--- config.mk ---
export PLATFORM = sky130hd
export DESIGN_NAME = dot_product_ctrl
export DESIGN_NICKNAME = d
export VERILOG_FILES = /design/src/rtl/dot_product_ctrl.sv
export SDC_FILE = /design/constraint.sdc
export NUM_CORES = 1
export LEC_CHECK = 0
export CAP_MARGIN = 20
export CORE_ASPECT_RATIO = 1.2
export CORE_MARGIN = 2
export CORE_UTILIZATION = 60
export DETAILED_ROUTE_END_ITERATION = 16
export PLACE_DENSITY = 0.84
export SLEW_MARGIN = 20
export SYNTH_ARGS = -nofsm -noshare
export SYNTH_HDL_FRONTEND = slang
export SYNTH_SLANG_ARGS = --single-unit
--- constraint.sdc ---
create_clock -name clk -period 9.7 [get_ports clk]
set_clock_uncertainty 0.15 [all_clocks]
set_input_delay 1.94 -clock clk [delete_from_list [all_inputs] [get_ports clk]]
set_output_delay 1.94 -clock clk [all_outputs]
set_load 0.1 [all_outputs]
--- src/rtl/dot_product_ctrl.sv ---
// rtl/dot_product_ctrl.sv - dot-product sequencer: launches one mem_reader pass and accumulates products
//
// Launches a mem_reader pass on start, accumulates mem1_data*mem2_data for each
// valid element pair, verifies the element count and returns the sum through a
// valid/ready result handshake.
//
// Ports:
//   clk, rst_n              clock, asynchronous active-low reset
//   start                   pass request (sampled only in IDLE)
//   busy                    high whenever not IDLE
//   start_reading           one-cycle launch pulse to mem_reader
//   reading_done            pass-complete indication from mem_reader
//   data_valid              mem1_data/mem2_data hold a valid element pair
//   mem1_data, mem2_data    operand elements (unsigned)
//   elem_count              elements accepted in the current pass
//   result, result_valid    dot product and its valid flag
//   result_ready            consumer accepts the result
//   error                   pass ended abnormally (count mismatch or timeout)

`timescale 1ns/1ps

module dot_product_ctrl #(
  parameter int DATA_WIDTH   = 8,
  parameter int VECTOR_WIDTH = 4,
  parameter int ACC_WIDTH    = 2*DATA_WIDTH + $clog2(VECTOR_WIDTH),
  parameter int TIMEOUT      = 64
) (
  input  logic                               clk,
  input  logic                               rst_n,
  input  logic                               start,
  output logic                               busy,
  output logic                               start_reading,
  input  logic                               reading_done,
  input  logic                               data_valid,
  input  logic [DATA_WIDTH-1:0]              mem1_data,
  input  logic [DATA_WIDTH-1:0]              mem2_data,
  output logic [$clog2(VECTOR_WIDTH+1)-1:0]  elem_count,
  output logic [ACC_WIDTH-1:0]               result,
  output logic                               result_valid,
  input  logic                               result_ready,
  output logic                               error
);

  localparam int CW = $clog2(VECTOR_WIDTH+1);
  localparam int TW = $clog2(TIMEOUT+1);
  localparam int PW = 2*DATA_WIDTH;

  localparam logic [CW-1:0] VW_C    = CW'(VECTOR_WIDTH);
  localparam logic [TW-1:0] TO_LAST = TW'(TIMEOUT-1);

  typedef enum logic [1:0] {
    IDLE   = 2'd0,
    LAUNCH = 2'd1,
    ACCUM  = 2'd2,
    DONE   = 2'd3
  } state_t;

  state_t          state, state_next;
  logic [TW-1:0]   timer, timer_n;
  logic [ACC_WIDTH-1:0] acc_n;
  logic [CW-1:0]   cnt_n;
  logic            err_n;
  logic [PW-1:0]   prod;

  // Zero-extend before multiplying so the product is full-width unsigned.
  assign prod = {{DATA_WIDTH{1'b0}}, mem1_data} * {{DATA_WIDTH{1'b0}}, mem2_data};

  always_ff @(posedge clk or negedge rst_n) begin
    if (!rst_n) begin
      state         <= IDLE;
      timer         <= '0;
      result        <= '0;
      elem_count    <= '0;
      error         <= 1'b0;
      busy          <= 1'b0;
      start_reading <= 1'b0;
      result_valid  <= 1'b0;
    end else begin
      state         <= state_next;
      timer         <= timer_n;
      result        <= acc_n;
      elem_count    <= cnt_n;
      error         <= err_n;
      // Status outputs are registered from the next state so they line up
      // with the state they describe.
      busy          <= (state_next != IDLE);
      start_reading <= (state_next == LAUNCH);
      result_valid  <= (state_next == DONE);
    end
  end

  always_comb begin
    state_next = state;
    timer_n    = timer;
    acc_n      = result;
    cnt_n      = elem_count;
    err_n      = error;

    case (state)
      IDLE: begin
        if (start) begin
          state_next = LAUNCH;
          timer_n    = '0;
          acc_n      = '0;
          cnt_n      = '0;
          err_n      = 1'b0;
        end
      end

      LAUNCH: state_next = ACCUM;

      ACCUM: begin
        if (data_valid) begin
          timer_n = '0;
          if (elem_count < VW_C) begin
            acc_n = result + ACC_WIDTH'(prod);
            cnt_n = elem_count + 1'b1;
          end else begin
            // Surplus element: dropped, but the pass is flagged.
            err_n = 1'b1;
          end
        end else begin
          timer_n = timer + 1'b1;
        end

        // cnt_n already includes a same-cycle element.
        if (reading_done) begin
          state_next = DONE;
          if (cnt_n != VW_C) err_n = 1'b1;
        end else if (!data_valid && timer == TO_LAST) begin
          state_next = DONE;
          err_n      = 1'b1;
        end
      end

      DONE: begin
        if (result_ready) state_next = IDLE;
      end

      default: state_next = IDLE;
    endcase
  end

endmodule
==> reports/qor.yml <==
worst_pin_slew_ps: 994.1
cts_setup_buffers: 0
postSynthCellCount: 457
cp_data_required_time_ps: 9770
met1_length_um: 3731
top_layer_used: "met4"
grt_max_degree: 35
critPathMaxFanout: 8
gp_congestion: 0.9013
track_usage_pct: 26.44
cap_violations: 0
dp_hpwl_um: 7194
hold_buffers: 0
wirelength_um: 8787
cts-root-buf: "clkbuf_8"
htree_levels: 2
antenna_found_initial: 0
wire_per_inst_um: 14.89
critPathCaptureType: "flop"
nets: 618
finalCriticalPeriod_ps: 6768
yosys_warnings: 0
cts_tree: "yes"
core-area_um2: 6486
clkLatencyLatePin_ps: 300
avgSynthCellArea_um2: 8.884
syn_to_final_growth_pct: 16.76
synthesis.nets: 571
placed_area_um2: 4603
hold_path.class: "reg2reg"
ys_top_cells_by_area: "fa_1 (25%), dfrtp_1 (21%), ha_1 (13%)"
status: "complete, no violations"
vias_per_cell: 5.344
cts.sinks: 34
drv_slew: 0
die_area_um2: 7444
max_clock_freq_ghz: 0.1478
post-route-cell-area_um2: 4741
drc: 0
yosysTopAreaCell: "fa_1"
hold_ws_ps: 345.0
io_buffers: 46
ys_ff_latch: 34
rsz0062_at_grt: "no"
maxSlewHeadroom_pct: 33.52
synth.most_common_cell: "inv_1"
drt_iter0_markers: 78
critical_path_class: "in2reg"
wl_met2_um: 4675
start_util_pct: 62.60
layout-drive-gt1-share_pct: 2.772
ys.flop_type: "dfrtp_1"
clk_pin_slew_worst_paths_ps: 80
synth_edf_count: 0
vias: 3153
ys_seq_area_share_pct: 20.96
first_pass_iters: 5
critPathArrivalTime_ps: 6840
ys_top_cells_by_count: "inv_1 (96), nand2_1 (59), fa_1 (50)"
route.met3.wl_um: 225
fin_crit_sh_pct: 69.77
core.rowCount: 32
die_x_um: 79.10
yosysUniqueCellTypes: 46
setup_viol: 0
startpoint_type: "input port"
grt_pass1_vias: 3301
grt_pass1_wl_um: 15250
final.setup.tns_ps: 0
ant_nets: 0
synth_area_um2: 4060
die_y_um: 94.11
clk_path_buf_depth: 2
cts_buffers: 5
cts_resized: 0
n_antenna_cell: 0
hold_violations: 0
async_flop_share_pct: 100.0
overflow: 0
io_pins: 47
synth.top_cell.area_share_pct: 24.65
final timing paths:
kind | from | to | slack (ps) | cells past startpoint
worst max-delay path | mem1_data[3] | result[17]$_DFFE_PN0P_ | 2930 | 15
worst min-delay path | timer[2]$_DFFE_PN0P_ | timer[2]$_DFFE_PN0P_ | 340 | 1
worst max register to register | result[6]$_DFFE_PN0P_ | result[15]$_DFFE_PN0P_ | 5070 | 14
worst min register to register | timer[2]$_DFFE_PN0P_ | timer[2]$_DFFE_PN0P_ | 340 | 1
max in group asynchronous | rst_n | timer[6]$_DFFE_PN0P_ | 7190 | 2
min in group asynchronous | rst_n | result[0]$_DFFE_PN0P_ | 1890 | 2
critical path, cell delays in order:
cell and delay [ps]:
clkdlybuf4s50_1 560, and2_1 260, fa_1 520, fa_1 530, fa_1 550, inv_1 60
fa_1 530, inv_1 40, ha_1 360, a21o_1 240, a31o_1 230, a311o_1 360
or3_1 330, and2_4 170, o211ai_2 140
layout make-up:
cell class | count | area (µm²)
clock buffer | 5 | 68.82
clock inverter | 3 | 68.82
fill | 501 | 1745
inverter | 97 | 364.1
multi-input combinational | 318 | 2806
sequential | 34 | 850.8
tap | 85 | 106.4
timing repair buffer | 48 | 475.5
state kept, by name, summed over array words and instances, names as in the netlist:
register,flops
timer,7
busy,1
error,1
result_valid,1
result,18
start_reading,1
state,2
elem_count,3
cells by family after synthesis:
group	share of synthesized area, %
AND/OR/NAND/NOR	16.33
multiplexers	0.4931
adder cells (fa/ha/maj)	37.60
flip-flops	20.96
AO/OA/AOI/OAI	12.97
XOR/XNOR	1.726
buffers and inverters	9.923
metrics by stage:
step,instances,utilization [%],setup WS [ps]
6_report,590,73.09,2932
5_1_grt,590,73.09,2825
4_1_cts,590,73.09,2960
3_5_place_dp,582,70.97,2651
3_3_place_gp,582,70.97,2741
2_1_floorplan,457,-,3483
layer usage:
layer | track usage [%] | up-vias
met4 | 7.040 | 0
met1 | 32.63 | 1522
met5 | 0 | -
met3 | 2.596 | 16
li1 | - | 1550
met2 | 49.01 | 65
cell usage in the layout, fill, tap and decap left out, drive strengths merged, types with 2 or more instances in the layout:
cell type / synthesis / routed
inv: 97 / 97
nand2: 59 / 59
fa: 50 / 50
clkdlybuf4s50: 0 / 46
ha: 42 / 42
and2: 37 / 37
dfrtp: 34 / 34
o21ai: 29 / 29
nor2: 16 / 16
a21oi: 7 / 7
a22o: 7 / 7
nand3: 6 / 6
a21o: 6 / 6
and3: 5 / 5
xor2: 5 / 5
o21a: 5 / 5
clkbuf: 6 / 5
nor2b: 4 / 4
a211oi: 4 / 4
o31ai: 4 / 4
nor3: 3 / 3
nand2b: 3 / 3
a31oi: 3 / 3
xnor2: 3 / 3
o21bai: 2 / 2
mux2i: 2 / 2
bufinv: 0 / 2
buf: 2 / 2
Power is left out: the tool's default activity adds up to more than one toggle a clock period on the data nets, which glitch-free logic cannot reach.
